<file path="src/rtl/fetch_sequencer.sv">
// fetch_sequencer: front-end fetch controller.
// Arbitrates trap/flush/predictor redirects onto the PC generator, issues
// one fetch-block request at a time, kills stale responses after a redirect
// and holds one fetch block toward decode.
// Optional: define FETCH_SEQ_PERF_EN to add perf_req_cnt, perf_redirect_cnt
// and perf_kill_cnt outputs.
module fetch_sequencer #(
  parameter logic [31:0] ResetValue = 32'h8000_0000,
  parameter int unsigned Fetch_Num  = 4
) (
  input  logic                      clock,
  input  logic                      reset_n,
  input  logic [31:0]               pc,
  output logic [31:0]               dnpc,
  output logic                      dnpc_valid,
  output logic                      pc_update,
  input  logic                      trap_valid,
  input  logic [31:0]               trap_pc,
  input  logic                      flush_valid,
  input  logic [31:0]               flush_pc,
  input  logic                      pred_valid,
  input  logic [31:0]               pred_pc,
  output logic                      ifu_req_valid,
  input  logic                      ifu_req_ready,
  output logic [31:0]               ifu_req_addr,
  input  logic                      ifu_resp_valid,
  input  logic [32*Fetch_Num-1:0]   ifu_resp_data,
  output logic                      ifu_resp_ready,
  output logic                      fetch_valid,
  input  logic                      fetch_ready,
  output logic [31:0]               fetch_pc,
  output logic [32*Fetch_Num-1:0]   fetch_data
`ifdef FETCH_SEQ_PERF_EN
  ,
  output logic [31:0]               perf_req_cnt,
  output logic [31:0]               perf_redirect_cnt,
  output logic [31:0]               perf_kill_cnt
`endif
);

  typedef enum logic [1:0] {
    S_IDLE,
    S_REQ,
    S_WAIT,
    S_KILL
  } state_e;

  state_e                    state_q, state_d;
  logic [31:0]               req_pc_q, req_pc_d;
  logic                      fetch_valid_q, fetch_valid_d;
  logic [31:0]               fetch_pc_q, fetch_pc_d;
  logic [32*Fetch_Num-1:0]   fetch_data_q, fetch_data_d;
  logic                      redirect;
  logic                      buf_free;
  logic                      resp_drop;

  // Redirect arbiter: fixed priority trap > flush > predictor, no queuing.
  always_comb begin
    redirect   = trap_valid | flush_valid | pred_valid;
    dnpc       = trap_valid  ? trap_pc  :
                 flush_valid ? flush_pc : pred_pc;
    dnpc_valid = reset_n & redirect;
  end

  // Sequencer next-state, handshakes and one-entry block buffer.
  always_comb begin
    state_d        = state_q;
    req_pc_d       = req_pc_q;
    fetch_valid_d  = fetch_valid_q;
    fetch_pc_d     = fetch_pc_q;
    fetch_data_d   = fetch_data_q;
    ifu_req_valid  = 1'b0;
    ifu_resp_ready = 1'b0;
    pc_update      = 1'b0;
    resp_drop      = 1'b0;
    buf_free       = !fetch_valid_q || fetch_ready;

    if (fetch_valid_q && fetch_ready) begin
      fetch_valid_d = 1'b0;
    end

    case (state_q)
      S_IDLE: begin
        state_d = S_REQ;
      end
      S_REQ: begin
        ifu_req_valid = !redirect && buf_free;
        if (ifu_req_valid && ifu_req_ready) begin
          pc_update = 1'b1;
          req_pc_d  = pc;
          state_d   = S_WAIT;
        end
      end
      S_WAIT: begin
        ifu_resp_ready = 1'b1;
        if (redirect) begin
          if (ifu_resp_valid) begin
            resp_drop = 1'b1;
            state_d   = S_REQ;
          end else begin
            state_d = S_KILL;
          end
        end else if (ifu_resp_valid) begin
          fetch_valid_d = 1'b1;
          fetch_pc_d    = req_pc_q;
          fetch_data_d  = ifu_resp_data;
          state_d       = S_REQ;
        end
      end
      S_KILL: begin
        ifu_resp_ready = 1'b1;
        if (ifu_resp_valid) begin
          resp_drop = 1'b1;
          state_d   = S_REQ;
        end
      end
      default: begin
        state_d = S_IDLE;
      end
    endcase

    // Any redirect invalidates the buffered block, even one being popped.
    if (redirect) begin
      fetch_valid_d = 1'b0;
    end

    // State only resets at the edge, so handshakes are masked combinationally.
    if (!reset_n) begin
      ifu_req_valid  = 1'b0;
      ifu_resp_ready = 1'b0;
      pc_update      = 1'b0;
      resp_drop      = 1'b0;
    end
  end

  // State and buffer registers.
  always_ff @(posedge clock) begin
    if (!reset_n) begin
      state_q       <= S_IDLE;
      req_pc_q      <= ResetValue;
      fetch_valid_q <= 1'b0;
      fetch_pc_q    <= '0;
      fetch_data_q  <= '0;
    end else begin
      state_q       <= state_d;
      req_pc_q      <= req_pc_d;
      fetch_valid_q <= fetch_valid_d;
      fetch_pc_q    <= fetch_pc_d;
      fetch_data_q  <= fetch_data_d;
    end
  end

  assign ifu_req_addr = pc;
  assign fetch_valid  = fetch_valid_q;
  assign fetch_pc     = fetch_pc_q;
  assign fetch_data   = fetch_data_q;

`ifdef FETCH_SEQ_PERF_EN
  logic [31:0] perf_req_q, perf_req_d;
  logic [31:0] perf_redir_q, perf_redir_d;
  logic [31:0] perf_kill_q, perf_kill_d;

  // Performance counter increments; natural 32-bit wrap.
  always_comb begin
    perf_req_d   = perf_req_q   + {31'd0, pc_update};
    perf_redir_d = perf_redir_q + {31'd0, dnpc_valid};
    perf_kill_d  = perf_kill_q  + {31'd0, resp_drop};
  end

  // Performance counter registers.
  always_ff @(posedge clock) begin
    if (!reset_n) begin
      perf_req_q   <= '0;
      perf_redir_q <= '0;
      perf_kill_q  <= '0;
    end else begin
      perf_req_q   <= perf_req_d;
      perf_redir_q <= perf_redir_d;
      perf_kill_q  <= perf_kill_d;
    end
  end

  assign perf_req_cnt      = perf_req_q;
  assign perf_redirect_cnt = perf_redir_q;
  assign perf_kill_cnt     = perf_kill_q;
`endif

endmodule

</file>
<file path="config.mk">
export PLATFORM = sky130hd
export DESIGN_NAME = fetch_sequencer
export DESIGN_NICKNAME = d
export VERILOG_FILES = /design/src/rtl/fetch_sequencer.sv
export SDC_FILE = /design/constraint.sdc
export NUM_CORES = 1
export LEC_CHECK = 0
export CAP_MARGIN = 40
export CORE_AREA = 2 2 192 194
export CTS_BUF_LIST = sky130_fd_sc_hd__clkbuf_16
export DETAILED_ROUTE_END_ITERATION = 16
export DIE_AREA = 0 0 194 196
export HOLD_SLACK_MARGIN = 0.15
export MAX_ROUTING_LAYER = met4
export PLACE_DENSITY = 0.62
export SLEW_MARGIN = 20
export SYNTH_ARGS = -nofsm -noshare
export SYNTH_HDL_FRONTEND = slang
export SYNTH_SLANG_ARGS = --single-unit
</file>
<file path="constraint.sdc">
create_clock -name clock -period 3.48 [get_ports clock]
set_input_delay 0.696 -clock clock [delete_from_list [all_inputs] [get_ports clock]]
set_output_delay 0.696 -clock clock [all_outputs]
set_load 0.01 [all_outputs]
</file>
==> out/metrics.csv <==
metric,value,unit
status,finished clean,
path_cells,"clkdlybuf4s50_1, nor3_1, nand2_1, nor2_1, clkdlybuf4s50_1",
syn_nets,1225,
maxSlewViolCount,0,
relSlewSlack,41.5,%
hpwlAfterDp,21900,microns
rrSetupSlack,1780,ps
period_share,86.9,%
ys_seq_area_share,45.8,%
avgSynthCellArea,8.87,sq um
cts_made_buffers,17,
ys_ff_latch,195,
area_delta_synth_final,67.0,%
yosys_warnings,0,
timing.fmax,0.331,GHz
setup_viol,0,
fp.coreArea,0.0361,sq mm
power_density,356,mW/mm^2
wl,29100,microns
totalPowerFinal,5.07,mW
path_class,input pin to output port,
antenna_left,0,
port_buffers,492,
vias,7836,
grt_pass1_wl,44700,microns
post_cts_buffers,0,
skew,11.5,ps
grt_pass1_vias,8134,
root_buffer,clkbuf_16,
place_congestion,0.814,
cap_violations,0,
crit_slowest_cell,clkdlybuf4s50_1,
clk_pin_slew,70,ps
crit_required,2780,ps
synth_cell_type_count,23,
route.detailed.drc,0,
min_path_type,register to register,
synth-async-reset-ratio,0,%
grt-ovfl-total,0,
end_kind,output port,
pin_count,493,
grt_util_all_layers,15.4,%
wl_per_cell,15.6,microns
antenna_found_initial,1,
viasPerCell,4.21,
dieHeight,196,microns
post_cts_resized,0,
worst_pin_slew,877,ps
drt_iter0_drc,236,
syn_inst,961,
clk_latency,440,ps
rows,70,
critPathMaxFanout,3,
crit_top_cell,clkdlybuf4s50_1,
synth_edf_count,0,
fin_crit,3020,ps
tns,0,ps
arrival,2330,ps
synth.top_cell.area_share,45.8,%
drt-pass1-iter-count,5,
finalHoldViolCount,0,
h-tree-depth,4,
start_util,23.6,%
rsz0062_at_grt,no,
vdd_ir_drop_max,0.280,mV
layout-drive-gt1-share,3.30,%
clock_sinks,195,
start_kind,input pin,
synth_ff_type,dfxtp_1,
die_w,194,microns
grt_max_degree,192,
dieArea,0.0380,sq mm
cts_tree,built,
slowest_delay,550,ps
synthTopCellsByArea,"dfxtp_1 46%, mux2i_1 26%, nand2_1 17%, buf_4 3.6%, clkbuf_1 2.1%",
p_leak,5.02,nW
final_nets,1644,
synth_area,0.00852,sq mm
hold_buffers,0,
synth_area_leader_cell,dfxtp_1,
cts_buffer_depth,2,
[metrics by stage]
step | util [%] | cells | area [sq um] | hold slack [ps] | setup slack, ps
after floorplan | - | 961 | 8520 | 438 | 1160
after global placement | 37.6 | 1828 | 13600 | 441 | 526
after detailed placement | 37.7 | 1829 | 13600 | 446 | 509
after CTS | 39.4 | 1861 | 14200 | 458 | 492
after global routing | 39.4 | 1862 | 14200 | 470 | 392
final | 39.4 | 1862 | 14200 | 457 | 456
[per-layer routing]
metal | vias to the layer above | track usage, % | part of all wire (%) | wire [microns]
met5 | - | - | 0 | 0
met4 | 0 | 6.40 | 2.3 | 665
met3 | 31 | 3.39 | 5.8 | 1690
met2 | 318 | 27.1 | 51 | 14800
met1 | 3551 | 16.9 | 41 | 12000
li1 | 3936 | - | - | -
[area by class of cell]
class / instances / area (sq um)
diodes: 1 / 2.50
clock buffers: 17 / 425
clock inverters: 15 / 210
fillers: 3675 / 21900
inverters: 1 / 3.75
multi-input cells: 661 / 3980
flip-flops and latches: 195 / 3900
well taps: 468 / 586
repair buffers: 504 / 5120
[logic make-up after synthesis]
family,Yosys count,synth area share (%)
and+or+nand+nor,402,18.3
muxes,224,26.3
DFF,195,45.8
buffers and inverters,105,7.48
AOI/OAI and AO/OA,35,2.13
[critical path: cells and delay by family]
family	cells	cell delay (ps)
buf+inv	2	1010
simple gates	3	620
[Yosys cell counts (all sizes together) (2+ instances only)]
cell,n
nand2,385
mux2i,224
dfxtp,195
buf,57
clkbuf,47
o21ai,32
nor2,4
nor2b,3
and2,2
nand2b,2
[final timing paths]
kind,startpoint,cells after the start,to
hold / removal,fetch_data[94]$_SDFFE_PN0P_,2,fetch_data[94]$_SDFFE_PN0P_
setup reg to reg,state_q[1]$_SDFFE_PN0P_,5,fetch_data[67]$_SDFFE_PN0P_
hold reg to reg,fetch_data[94]$_SDFFE_PN0P_,2,fetch_data[94]$_SDFFE_PN0P_
setup / recovery,pred_valid,5,ifu_req_valid
[cells in the final DEF, fill, tap and decap left out]
| cell | instances |
|---|---|
| a21boi_0 | 1 |
| a21oi_1 | 1 |
| and2_1 | 2 |
| and4_2 | 1 |
| buf_12 | 7 |
| buf_16 | 1 |
| buf_2 | 2 |
| buf_4 | 4 |
| buf_8 | 1 |
| bufinv_16 | 5 |
| clkbuf_16 | 17 |
| clkdlybuf4s50_1 | 489 |
| clkinv_1 | 3 |
| clkinv_2 | 2 |
| clkinv_4 | 1 |
| dfxtp_1 | 195 |
| diode_2 | 1 |
| inv_1 | 2 |
| inv_6 | 3 |
| mux2i_1 | 224 |
| nand2_1 | 385 |
| nand2b_1 | 2 |
| nand3_1 | 1 |
| nand3b_1 | 1 |
| nand4_1 | 1 |
| nor2_1 | 3 |
| nor2_4 | 1 |
| nor2b_1 | 3 |
| nor3_1 | 1 |
| o21ai_0 | 32 |
| o41ai_1 | 1 |
| or3_4 | 1 |
[state kept, by name, indices dropped and copies added, names as in the netlist]
register and flops:
fetch_valid 1, fetch_pc 32, fetch_data 128, req_pc_q 32, state_q 2
[report_power, final]
group          internal, mW  switching, mW
Clock                  1.27          0.900
Combinational         0.413          0.250
Sequential             2.24        0.00223
Note: power is estimated with default switching activity, not from simulation.
